### config.mk
export PLATFORM = sky130hd
export DESIGN_NAME = obstacle_scheduler
export DESIGN_NICKNAME = d
export VERILOG_FILES = /design/src/rtl/obstacle_pkg.sv /design/src/rtl/lfsr16.sv /design/src/rtl/obstacle_scheduler.sv
export SDC_FILE = /design/constraint.sdc
export NUM_CORES = 1
export LEC_CHECK = 0
export ABC_AREA = 1
export CAP_MARGIN = 20
export CORE_UTILIZATION = 52
export DETAILED_ROUTE_END_ITERATION = 10
export PLACE_DENSITY = 0.77
export REMOVE_ABC_BUFFERS = 1
export SLEW_MARGIN = 20
export SYNTH_ARGS = -nofsm -noshare
export SYNTH_HDL_FRONTEND = slang
export SYNTH_SLANG_ARGS = --single-unit
export TNS_END_PERCENT = 5
### constraint.sdc
create_clock -name clk -period 2.2 [get_ports clk]
set_clock_uncertainty 0.05 [all_clocks]
set_input_delay 0.22 -clock clk [delete_from_list [all_inputs] [get_ports clk]]
set_output_delay 0.22 -clock clk [all_outputs]
set_load 0.1 [all_outputs]
### src/rtl/obstacle_pkg.sv
// Shared constants and types for the obstacle lane spawn logic.
package obstacle_pkg;

  // Game-state encodings driven by the game-state logic
  localparam logic [1:0] GS_TITLE = 2'b00;
  localparam logic [1:0] GS_RUN   = 2'b10;
  localparam logic [1:0] GS_PAUSE = 2'b01;

  // Width of one per-slot sprite select field
  localparam int unsigned SEL_W = 4;

  // 16-bit Fibonacci LFSR taps (shift left, feedback into bit 0)
  localparam int unsigned LFSR_W = 16;
  localparam int unsigned TAP_A  = 15;
  localparam int unsigned TAP_B  = 13;
  localparam int unsigned TAP_C  = 12;
  localparam int unsigned TAP_D  = 10;

  typedef enum logic [1:0] {
    ST_IDLE = 2'd0,
    ST_GAP  = 2'd1,
    ST_SEEK = 2'd2,
    ST_FIRE = 2'd3
  } sched_state_t;

  function automatic logic lfsr_feedback(input logic [LFSR_W-1:0] v);
    return v[TAP_A] ^ v[TAP_B] ^ v[TAP_C] ^ v[TAP_D];
  endfunction

endpackage

### src/rtl/lfsr16.sv
// Free-running 16-bit Fibonacci LFSR; only reset reloads the seed.
module lfsr16
  import obstacle_pkg::*;
#(
  parameter logic [15:0] SEED = 16'hACE1
) (
  input  logic        clk,
  input  logic        rst,
  output logic [15:0] lfsr
);

  // Shift left every clock, feedback into bit 0
  always_ff @(posedge clk or negedge rst) begin
    if (!rst) lfsr <= SEED;
    else      lfsr <= {lfsr[14:0], lfsr_feedback(lfsr)};
  end

endmodule

### src/rtl/obstacle_scheduler.sv
// Spawn controller: paces obstacle releases by move ticks, picks the
// lowest free delegate slot and assigns it a pseudo-random sprite type.
module obstacle_scheduler
  import obstacle_pkg::*;
#(
  parameter int unsigned NUM_SLOTS      = 3,
  parameter logic [9:0]  MIN_GAP        = 10'd60,
  parameter int unsigned GAP_RANGE_BITS = 6,
  parameter int unsigned TYPE_COUNT     = 6,
  parameter logic [15:0] SEED           = 16'hACE1
) (
  input  logic                       clk,
  input  logic                       rst,
  input  logic                       move_tick,
  input  logic [1:0]                 gameState,
  input  logic [NUM_SLOTS-1:0]       slot_busy,
  output logic [NUM_SLOTS-1:0]       slot_release,
  output logic [SEL_W*NUM_SLOTS-1:0] slot_sel,
  output logic [15:0]                spawn_count
);

  localparam int unsigned IDX_W      = (NUM_SLOTS > 1) ? $clog2(NUM_SLOTS) : 1;
  localparam logic [15:0] RANGE_MASK = 16'((32'd1 << GAP_RANGE_BITS) - 32'd1);
  localparam logic [3:0]  TYPE_CNT   = 4'(TYPE_COUNT);

  sched_state_t     state;
  logic [9:0]       gap;
  logic [15:0]      lfsr_q;
  logic [16:0]      gap_sum;
  logic [9:0]       gap_load;
  logic [3:0]       raw_type;
  logic [3:0]       sprite_type;
  logic             free_found;
  logic [IDX_W-1:0] free_idx;

  lfsr16 #(.SEED(SEED)) u_lfsr (
    .clk  (clk),
    .rst  (rst),
    .lfsr (lfsr_q)
  );

  // Next gap = MIN_GAP plus masked random extra, saturating at 10'h3FF
  always_comb begin
    gap_sum  = 17'(MIN_GAP) + 17'(lfsr_q & RANGE_MASK);
    gap_load = (gap_sum > 17'h003FF) ? 10'h3FF : gap_sum[9:0];
  end

  // Fold the 3-bit random value into the valid sprite type range
  always_comb begin
    raw_type    = {1'b0, lfsr_q[2:0]};
    sprite_type = (raw_type < TYPE_CNT) ? raw_type : raw_type - TYPE_CNT;
  end

  // Lowest-index slot whose busy flag is clear
  always_comb begin
    free_found = 1'b0;
    free_idx   = '0;
    for (int unsigned i = 0; i < NUM_SLOTS; i++) begin
      if (!free_found && !slot_busy[i]) begin
        free_found = 1'b1;
        free_idx   = IDX_W'(i);
      end
    end
  end

  // Scheduler FSM; the release pulse, sprite select and spawn count are
  // all registered on the SEEK->FIRE edge, so the FIRE cycle carries the
  // pulse and a title request on that edge suppresses it entirely.
  always_ff @(posedge clk or negedge rst) begin
    if (!rst) begin
      state        <= ST_IDLE;
      gap          <= MIN_GAP;
      slot_release <= '0;
      slot_sel     <= '0;
      spawn_count  <= '0;
    end else if (gameState == GS_TITLE) begin
      state        <= ST_IDLE;
      gap          <= MIN_GAP;
      slot_release <= '0;
      slot_sel     <= '0;
      spawn_count  <= '0;
    end else begin
      slot_release <= '0;
      case (state)
        ST_IDLE: begin
          if (gameState == GS_RUN) state <= ST_GAP;
        end
        ST_GAP: begin
          if (gameState == GS_RUN && move_tick) begin
            gap <= gap - 10'd1;
            if (gap == 10'd1) state <= ST_SEEK;
          end
        end
        ST_SEEK: begin
          if (gameState == GS_RUN && free_found) begin
            state                                 <= ST_FIRE;
            slot_release[free_idx]                <= 1'b1;
            slot_sel[free_idx*SEL_W +: SEL_W]     <= sprite_type;
            spawn_count                           <= spawn_count + 16'd1;
            gap                                   <= gap_load;
          end
        end
        ST_FIRE: begin
          state <= ST_GAP;
        end
        default: state <= ST_IDLE;
      endcase
    end
  end

endmodule

Yosys cells after proc, flatten, opt, wreduce, memory -nomap -nowiden
Index checks and enable logic that the tools add are counted.
{ "totals": {"in_bits": 8, "mem_bits_ro": 0, "mem_bits_rw": 0, "n_memories": 0, "elab_cells": 74, "register_bits": 59, "latchBits": 0, "out_inout_bits": 31} }
{ "op_classes": {"addsub": 5, "multipliers": 0, "eq_ne": 9, "shift": 2, "reduce_logical": 16, "bitwise_logic": 3, "mux": 29, "n_div": 0, "magnitude_cmp": 4} }
{ "op_table": {"columns": ["operator", "n"], "rows": [
  ["two-way mux 16 bit", 3],
  ["two-way mux 10 bit", 4],
  ["two-way mux 12 bit", 3],
  ["negation 4 -> 34 bit", 1],
  ["variable shift 4 x 34 -> 12 bit (first input constant)", 1],
  ["variable part select 4 x 34 -> 12 bit", 1],
  ["case mux 10 bit (2 select lines)", 1],
  ["adder 16 x 1 -> 16 bit (second input constant)", 1],
  ["bitwise mux 12 bit", 1],
  ["two-way mux 2 bit", 6],
  ["!= test 3 bit (second input constant)", 4],
  ["equality test 10 x 1 -> 1 bit (second input constant)", 1],
  ["greater-than comparator 7 x 10 -> 1 bit (second input constant)", 1],
  ["subtractor 10 x 1 -> 10 bit (second input constant)", 1],
  ["two-way mux 3 bit", 3],
  ["case mux 2 bit (4 select lines)", 1],
  ["adder 6 x 6 -> 7 bit (first input constant)", 1],
  ["equality test 2 bit (second input constant)", 3],
  ["logical AND 1 bit", 5],
  ["two-way mux 1 bit", 5],
  ["logical NOT 2 bit", 2],
  ["two-way mux 4 bit", 1],
  ["AND reduction 4 bit", 1],
  ["nonzero test 2 bit", 2],
  ["11 further kinds", 15]
]} }

Longest topological paths before layout
{ "logic_depth": {"word_depth": 13, "ltp_mapped": 10, "ltp_nobuf": 10} }

Modules after synthesis
Synthesis repeated with hierarchy kept, for this count alone.
{ "unflattened": {"hier_cells": 350, "hier_area_um2": 2860.2} }
{ "by_module_without_submodules": {"columns": ["module", "seq_area_each_um2", "n_inst", "cells_per_inst", "area_per_inst_um2"], "rows": [
  ["obstacle_scheduler", 1006.0, 1, 317, 2378.5],
  ["lfsr16", 410.4, 1, 33, 481.7]
]} }

Least setup slack after synthesis
Ideal clock, no wire load.
{ "synth_path": {"kind": "reg-to-reg", "from": "register spawn_count[1]", "to": "register spawn_count[10]", "setup_slack_ps": 60, "synth_period_minus_slack_ps": 2140, "required_time_ps": 2026, "n_path_buf": 0, "stages_incl_launch_ff": 9, "arrival_time_ps": 1966, "setup_time_ps": 124, "cell_sequence": "dfrtp_1 ha_1 nand2_1 nor2_1 nand2_1 nor2_1 nand3_1 nand2_1 nor2_1"} }
{ "synth_via": {"elab_chain_cells": 4} }
{ "synth_rtl": {"columns": ["item", "line_no", "rtl"], "rows": [
  ["start: declaration", "obstacle_scheduler.sv:19", "output logic [15:0] spawn_count"],
  ["start signal: assignment", "obstacle_scheduler.sv:99", "spawn_count <= spawn_count + 16'd1;"],
  ["adder 16 x 1 -> 16 bit", "obstacle_scheduler.sv:99", null],
  ["two-way mux 16 bit", "obstacle_scheduler.sv:95", "if (gameState == GS_RUN && free_found) begin"],
  ["two-way mux 16 bit", "obstacle_scheduler.sv:84", "case (state)"],
  ["two-way mux 16 bit", "obstacle_scheduler.sv:76", "end else if (gameState == GS_TITLE) begin"]
]} }
Every way passes these cells. The select of a mux whose other input is x is not followed.
A chain may end at the register's enable or synchronous reset.

Final worst setup path
{ "layout_path": {"from": "register state[0]", "to": "register gap[9]"} }
{ "layout_via": {"elab_chain_cells": 3, "word_cells_on_any_way": 8, "cone_classes": "eq/ne: 4; mux: 2; reduce/logical: 2"} }
{ "layout_rtl": {"columns": ["item", "line_no", "rtl"], "rows": [
  ["start: declaration", "obstacle_scheduler.sv:26", "sched_state_t state;"],
  ["start signal: assignment", "obstacle_scheduler.sv:71", "state <= ST_IDLE;"],
  ["start signal: assignment", "obstacle_scheduler.sv:77", "state <= ST_IDLE;"],
  ["start signal: assignment", "obstacle_scheduler.sv:86", "if (gameState == GS_RUN) state <= ST_GAP;"],
  ["equality test 2 bit / equality test 2 x 1 -> 1 bit (equally long branches)", "obstacle_scheduler.sv:84", null],
  ["!= test 3 bit (no line) (tied with other cells)", null, null],
  ["AND reduction 3 bit (no line) / two-way mux 10 bit (equally long branches)", null, null],
  ["end signal: assignment", "obstacle_scheduler.sv:90", "gap <= gap - 10'd1;"],
  ["end signal: assignment", "obstacle_scheduler.sv:100", "gap <= gap_load;"],
  ["end: declaration", "obstacle_scheduler.sv:27", "logic [9:0] gap;"]
]} }
Parallel ways exist; a longest one is shown, timed or not.

==> results.yml <==
outcome:
  outcome: "finished clean"
synth:
  synthTopCellsByArea: "dfrtp_1, dfstp_2, nand2_1"
  synth_seq_area_share: 0.4766
  syn_area_um2: 2972
  ys_warn_count: 0
  yosys.area.top_type: "dfrtp_1"
  ys_ff_latch: 56
  synth_top_area_frac: 0.3705
  syn_area_per_cell_um2: 8.232
  syn_inst: 361
  ys_types: 34
route:
  drcViolationCount: 0
  drtIter0Drc: 205
  drtPass1Iterations: 4
  ant_nets: 0
  wl_per_cell_um: 12.91
  route.vias.total: 2501
  drt-vias-per-instance: 5.288
  routed_wl_mm: 6.106
critical_path:
  cp-startpoint: "state[0]"
  max_stage_delay_ps: 430
  crit_chain: "inv_1 > ha_1 > inv_2 > nand2_2 > nor2_2 > a21oi_1 > nand2_1 > nand2_1 > nor2_1"
  critPathCaptureType: "register"
  worst_path_most_repeated_cell: "nand2_1"
  crit_required_ps: 2360
  cp-start-kind: "register"
  worstSetupPathType: "register to register"
  r2r_start: "state[0]"
  cpMaxStageDelayCell: "dfrtp_1"
  arrival_ps: 2080
  crit_fanout: 13
  reg2regPathDepth: 9
floorplanning:
  die_area_um2: 6021
  start_util: 0.5397
  coreArea_um2: 5507
  chipHeight_um: 77.60
  die_x_um: 77.60
  io_pins: 39
  rows: 27
power:
  power_switching_uw: 1287
  combPwrFrac: 0.392
  power_density_nw_per_um2: 902.0
  power_frac_seq: 0.420
  p_leak_uw: 0.001680
  pwr-share-clk: 0.188
  vdd_drop_max_mv: 0.5806
  p_int_uw: 1786
  switching_share: 0.4189
global_routing:
  grt_usage: 0.2225
  grt_pass1_vias: 2401
  antenna_found_initial: 0
  grt_max_degree: 32
  grt_first_pass_wirelength_mm: 10.67
  gr-total-overflow: 0
final_layout:
  n_fill_cell: 492
  layout_common_cells: "nand2_1, nor2_1, dfrtp_1"
  final_area_um2: 3407
  nNetsFinal: 416
  drive_above_1_share: 0.2045
  area_growth_pct: 14.65
  insertedDiodeCount: 0
  final_common_cell: "nand2_1"
worst_hold_path:
  holdCritStartpoint: "u_lfsr.lfsr[8]"
  hold-path-cell-count: 0
  hp-class: "register to register"
timing:
  post-route-period-util: 0.8732
  fin_setup_tns_ps: 0
  setup_viol: 0
  worst_pin_slew_ps: 694.5
  relSlewSlack: 0.5370
  period_needed_ps: 1921
  fmax_mhz: 520.5
  rsz0062_at_grt: "no"
  drv_slew: 0
  finalHoldViolations: 0
clocking:
  path_clk_slew_ps: 100
  cts_buffers: 5
  worstSkewPairLatency_ps: 310
  clockBufferDepth: 2
  cts_tree: "done"
  postCtsResizedCells: 0
  cts_num_sinks: 56
  cts_root_buf: "clkbuf_8"
  htreeDepth: 2
placement:
  post_dp_cell_area_um2: 3303
  io_buffers: 35
  gp_congestion: 0.8526
  dp_hpwl_mm: 4.575
job:
  maxCapViolCount: 0
[power by group through the flow]
stage	clock (uW)	sequential (uW)	combinational, uW
2_1_floorplan	0	1390	833
3_3_place_gp	0	1300	1170
3_5_place_dp	0	1310	1200
4_1_cts	597	1290	1210
5_1_grt	639	1310	1360
6_report	576	1290	1210
[metrics by stage]
stage	hold WS, ps	util	total power (uW)	worst slack, ps	cells
2_1_floorplan	-125.6	-	2220	59.02	355
3_3_place_gp	244.1	0.5999	2474	391.7	464
3_5_place_dp	251.6	0.5999	2510	333.0	464
4_1_cts	310.2	0.6187	3093	310.6	473
5_1_grt	323.1	0.6187	3307	84.13	473
6_report	307.1	0.6187	3073	278.9	473
[repair_timing]
item,CTS,global route
endpoints found under the hold margin,18,0
hold buffers,1,0
buffers inserted,0,0
[sequential cells by signal, indices dropped and copies added (netlist names)]
register and count:
gap 10, u_lfsr.lfsr 16, spawn_count 16, slot_release 3, slot_sel 9, state 2
[critical path: cells and delay by family, from the launching register on]
| family | cells | cell delay (ps) |
|---|---|---|
| compound gates | 1 | 290 |
| simple gates | 5 | 450 |
| fa+ha+maj | 1 | 310 |
| buf+inv | 2 | 290 |
| flops | 1 | 430 |
[synth_stat cells, drive strengths merged]
cell type and n:
nand3 33, dfstp 12, conb 1, a21boi 1, nor2 53, o31ai 1, a21oi 8, xnor2 2
a22o 1, o211ai 1, inv 44, or2 3, nand3b 1, dfrtp 44, ha 8, nand2 91
buf 8, o21ai 29, a31oi 2, xor2 2, nand4 15, clkinv 1
[path summary, 6_finish.rpt]
path,slack (ps),to
setup / recovery,280,gap[9]
max in group asynchronous,1090,gap[7]
hold / removal,310,u_lfsr.lfsr[9]
hold reg to reg,310,u_lfsr.lfsr[9]
setup reg to reg,280,gap[9]
min in group asynchronous,430,slot_sel[4]
[kinds of logic (layout without fill, tap and decap cells)]
| family | Yosys count | count (layout) | share of synthesized area |
|---|---|---|---|
| buffers and inverters | 53 | 91 | 0.08126 |
| and+or+nand+nor | 196 | 196 | 0.3145 |
| AOI/OAI and AO/OA | 43 | 43 | 0.08085 |
| other | 1 | 3 | 0.001262 |
| adders and majority gates | 8 | 8 | 0.03369 |
| DFF | 56 | 56 | 0.4766 |
| xor gates and xnor gates | 4 | 4 | 0.01179 |
[cell type report]
type	instances	area, um^2	area share
clock inverters	3	25.02	0.007345
inverters	45	172.7	0.05068
well taps	72	90.09	0.02644
repair buffers	38	312.8	0.09181
clock buffers	5	68.82	0.02020
flip-flops and latches	56	1416	0.4157
multi-input cells	254	1321	0.3878
[metal layers]
layer,part of all wire,track usage,vias to the layer above
met1,0.45,0.2924,1184
met4,0.0084,0.05849,0
met5,0,0,-
met2,0.47,0.3752,82
met3,0.063,0.04353,6
li1,-,-,1229
Note: power is estimated with default switching activity, not from simulation.
==> patch 1, RTL diff (config.mk and constraints unchanged) <==
Encoding of `sched_state_t`: now one-hot (4 bits for 4 states).
--- a/src/rtl/obstacle_pkg.sv
+++ b/src/rtl/obstacle_pkg.sv
@@ -16,11 +16,11 @@
   localparam int unsigned TAP_C  = 12;
   localparam int unsigned TAP_D  = 10;
 
-  typedef enum logic [1:0] {
-    ST_IDLE = 2'd0,
-    ST_GAP  = 2'd1,
-    ST_SEEK = 2'd2,
-    ST_FIRE = 2'd3
+  typedef enum logic [3:0] {
+    ST_IDLE = 4'b0001,
+    ST_GAP  = 4'b0010,
+    ST_SEEK = 4'b0100,
+    ST_FIRE = 4'b1000
   } sched_state_t;
 
   function automatic logic lfsr_feedback(input logic [LFSR_W-1:0] v);
Check against the original RTL: no difference found for any inputs over 10 cycles, from zero or initial values and one cycle with rst low; not proved beyond that.
==> patch 1 against the unedited design <==
Wire length rose by 4.5%. First-iteration DRC count down 40%. Sequential cell count increased by 2. Cell area rose by 6.1%. Worst setup slack improved by 0.29 ns. Area after synthesis up 3.4%. Non-clock buffer count is 1 higher. Power is 3.0% higher.
==> patch 1: results (changes against the unedited design) <==
stage	metric	value	unit	change
status	outcome	finished, final reports clean		
global_route	number of antenna violations at the first check in global routing	0		unchanged
timing	Slew @ Worst Pin	0.726	ns	+0.0320 ns
critical_path	Reg2Reg Depth	7		-2
global_route	grt met3 use	0.0402		-0.00330
route	Vias	2594		+3.7%
clock_tree	clock slew at the register clock pins of the worst setup and hold paths	0.07	ns	-0.03 ns
synth	synthesized area per cell	8.06	µm²	-2.1%
synth	Distinct cells, synth	33		-2.9%
critical_path	FF-to-FF End	spawn_count[12]$_DFFE_PN0P_		
pwr	cell leakage power	1.88	nW	+12%
global_route	GR Layer Usage met1	0.301		+0.00820
clock_tree	TritonCTS Buffers	9		+4
place	Final HPWL DP	4560	µm	-0.39%
clock_tree	post-CTS sizing	0		unchanged
route	total wire length	6380	µm	+4.5%
critical_path	crit path max fanout	6		-7
timing	final worst path period share	0.739		-0.134
global_route	vias in the first global route	2383		-0.75%
route	met3 wire len	329	µm	-15%
route	WL/cell	12.7	µm	-1.3%
global_route	met2 Usage GRT	0.374		-0.00131
pwr	VDD IR max	0.000537	V	-7.4%
global_route	first-pass GRT wire length	11000	µm	+2.8%
hold_path	Hold Crit Endpoint	u_lfsr.lfsr[10]$_DFF_PN1_		
place	DP Area	0.00339	mm²	+2.7%
clock_tree	CTS H-tree depth	3		+1
global_route	pin count of the biggest net entering global routing	59		+84%
hold_path	hold depth	0		unchanged
synth	register area share after synthesis	0.478		+0.00117
route	routed wl met2	3010	µm	+3.8%
place	cell count after placement	484		+4.3%
critical_path	FF-to-FF Start	spawn_count[1]$_DFFE_PN0P_		
route	1st-iter DRT viols	123		-40%
synth	commonest cells in the synthesized netlist	104 x nand2_1, 48 x inv_1, 45 x dfrtp_1		
clock_tree	worst skew pair latency	0.34	ns	+0.03 ns
pwr	Sw Pwr	1.05	mW	-19%
place	pre-CTS WS	0.325	ns	-0.00797 ns
global_route	gr usage total	0.232		+0.00973
timing	hold slack	0.305	ns	-0.00237 ns
final_layout	fillers	483		-1.8%
hold_path	hold path start	u_lfsr.lfsr[9]$_DFF_PN0_		
route	M1 WL	2930	µm	+5.8%
place	GPL Wtd Cong	0.857		+0.55%
final_layout	FF/Latch Area	0.00147	mm²	+3.6%
final_layout	nets@finish	436		+4.8%
final_layout	ratio of cells with drive above 1 in the final layout	0.210		+0.00530
-- patch 1: worst max path at each step --
stage                                          start                           to  cells after the start
after floorplan           spawn_count[1]$_DFFE_PN0P_  spawn_count[12]$_DFFE_PN0P_                      7
after global placement                  gameState[0]           gap[1]$_DFFE_PN0P_                      9
after detailed placement                gameState[0]           gap[1]$_DFFE_PN0P_                      9
after CTS                 spawn_count[1]$_DFFE_PN0P_  spawn_count[12]$_DFFE_PN0P_                      7
after global routing      spawn_count[1]$_DFFE_PN0P_  spawn_count[12]$_DFFE_PN0P_                      7
final                     spawn_count[1]$_DFFE_PN0P_  spawn_count[12]$_DFFE_PN0P_                      7
-- patch 1: area by class of cell --
| class | instances | area share |
|---|---|---|
| Clock inverter | 5 | 0.0218 |
| Clock buffer | 11 | 0.0364 |
| Tap cell | 72 | 0.0249 |
| Multi-Input combinational cell | 265 | 0.373 |
| Inverter | 51 | 0.0530 |
| Sequential cell | 58 | 0.406 |
| Timing Repair Buffer | 39 | 0.0852 |
-- patch 1: cells by family after synthesis --
group | Yosys count | share of synthesized area
compound gates | 34 | 0.0676
buf+inv | 60 | 0.0864
simple gates | 216 | 0.328
other cells | 1 | 0.00122
fa+ha+maj | 4 | 0.0163
xor+xnor | 8 | 0.0228
flops | 58 | 0.478
-- patch 1: worst max-delay path, delay by kind of cell, from the launching register on --
family / cells / cell delay (ns)
AOI/OAI and AO/OA: 1 / 0.12
adders and majority gates: 1 / 0.31
buffers and inverters: 1 / 0.12
DFF: 1 / 0.42
and+or+nand+nor: 4 / 0.53
-- patch 1: power by group through the flow --
stage                     Clock (mW)  Combinational, mW  Sequential [mW]
after global routing            1.12              0.891             1.34
after detailed placement           0              0.766             1.34
after CTS                       1.09              0.773             1.32
after floorplan                    0              0.602             1.33
after global placement             0              0.753             1.33
final                           1.07              0.775             1.32
==> patch 2, RTL diff (same settings) <==
Without the edit above. The parameter `NUM_SLOTS` goes from 3 to 2.
--- a/src/rtl/obstacle_scheduler.sv
+++ b/src/rtl/obstacle_scheduler.sv
@@ -3,7 +3,7 @@
 module obstacle_scheduler
   import obstacle_pkg::*;
 #(
-  parameter int unsigned NUM_SLOTS      = 3,
+  parameter int unsigned NUM_SLOTS      = 2,
   parameter logic [9:0]  MIN_GAP        = 10'd60,
   parameter int unsigned GAP_RANGE_BITS = 6,
   parameter int unsigned TYPE_COUNT     = 6,
Ports: changed (resized slot_busy, slot_release and slot_sel); port bits go from 39 to 33. No check against the original RTL was run, so the function may have changed too.
==> patch 2 against the unedited design <==
Power down 1.2%. Worst setup slack better by 0.066 ns. Cell area down 10%. Wire length down 15%. Sequential cell count down 4. Sequential power down 5%. Via count down 8.9%. Area after synthesis down 10%. Largest power group is now combinational cells.
==> patch 2: results (changes against the unedited design) <==
stage	metric	value	unit	change
status	outcome	finished, final reports clean		
final_layout	Seq area share	0.430		+0.0138
global_route	pin count of the biggest net entering global routing	53		+66%
final_layout	signal buffers share of area	0.0874		-0.00443
final_layout	Layout clock area frac	0.0302		+0.00267
final_layout	FF/Latch Area	0.00132	mm²	-7.1%
place	Port Buf Inserts	30		-14%
place	Final HPWL DP	3730	µm	-19%
route	DR vias/cell	5.17		-2.3%
hold_path	Hold Crit Endpoint	u_lfsr.lfsr[10]$_DFF_PN1_		
place	DP Area	0.00296	mm²	-10%
route	WL/cell	11.8	µm	-8.5%
synth	main area contributors after synthesis	dfrtp_1 37%, nand2_1 12%, dfstp_2 12%, nor2_1 7.2%, nand3_1 6.2%		
final_layout	multi-input logic area	0.00116	mm²	-12%
hold_path	hold path start	u_lfsr.lfsr[9]$_DFF_PN0_		
final_layout	nets@finish	387		-7.0%
synth	Synth Register Bits	52		-7.1%
final_layout	ratio of cells with drive above 1 in the final layout	0.163		-0.0414
global_route	gr usage total	0.215		-0.00749
timing	hold slack	0.310	ns	+0.00315 ns
critical_path	WP data arrival	2.01	ns	-0.07 ns
final_layout	Signal buffers	34		-11%
place	GPL Wtd Cong	0.883		+3.6%
pwr	cell leakage power	1.52	nW	-9.3%
final_layout	fillers	431		-12%
critical_path	FF-to-FF End	gap[7]$_DFFE_PN0P_		
final_layout	invs w/o clock	38		-16%
timing	Slew @ Worst Pin	0.627	ns	-0.0673 ns
synth	Distinct cells, synth	29		-15%
synth	register area share after synthesis	0.492		+0.0156
[patch 2: kinds of logic (layout without fill, tap and decap cells)]
family          Yosys count  after routing  share of synthesized area
fa+ha+maj                 7              7                     0.0328
xor+xnor                  4              4                     0.0131
compound gates           38             38                     0.0758
flops                    52             52                      0.492
simple gates            191            191                      0.310
buf+inv                  46             80                     0.0749
other cells               1              2                    0.00140
[patch 2: through the flow]
stage / utilization / std cells / total power, mW
after detailed placement: 0.611 / 432 / 2.49
after CTS: 0.632 / 441 / 3.05
after global routing: 0.632 / 441 / 3.25
after floorplan: - / 332 / 2.19
after global placement: 0.611 / 432 / 2.46
final: 0.632 / 441 / 3.04
[patch 2: where the power goes]
part | total [mW] | switching, mW | internal (mW)
Combinational | 1.25 | 0.873 | 0.378
Sequential | 1.23 | 0.124 | 1.11
Clock | 0.551 | 0.325 | 0.226
[patch 2: repair_timing]
action                    4_1_cts  5_1_grt
setup buffers                   0        0
hold buffers                    1        0
hold endpoints to repair       40        0
[patch 2: worst max-delay path by stage]
stage                          startpoint                          to  slack, ns  cells past startpoint
6_report             state[0]$_DFFE_PN0P_          gap[7]$_DFFE_PN0P_       0.35                      9
2_1_floorplan  spawn_count[1]$_DFFE_PN0P_  spawn_count[8]$_DFFE_PN0P_       0.11                      8
3_3_place_gp                 gameState[1]          gap[7]$_DFFE_PN0P_       0.32                      9
4_1_cts              state[0]$_DFFE_PN0P_          gap[7]$_DFFE_PN0P_       0.36                      9
3_5_place_dp                 gameState[1]          gap[7]$_DFFE_PN0P_       0.24                      9
5_1_grt              state[0]$_DFFE_PN0P_          gap[7]$_DFFE_PN0P_       0.21                      9
[patch 2: routing by layer]
metal,part of all wire,GRT usage
met1,0.46,0.274
met4,0.014,0.100
met5,0,0
met3,0.049,0.0535
met2,0.47,0.344
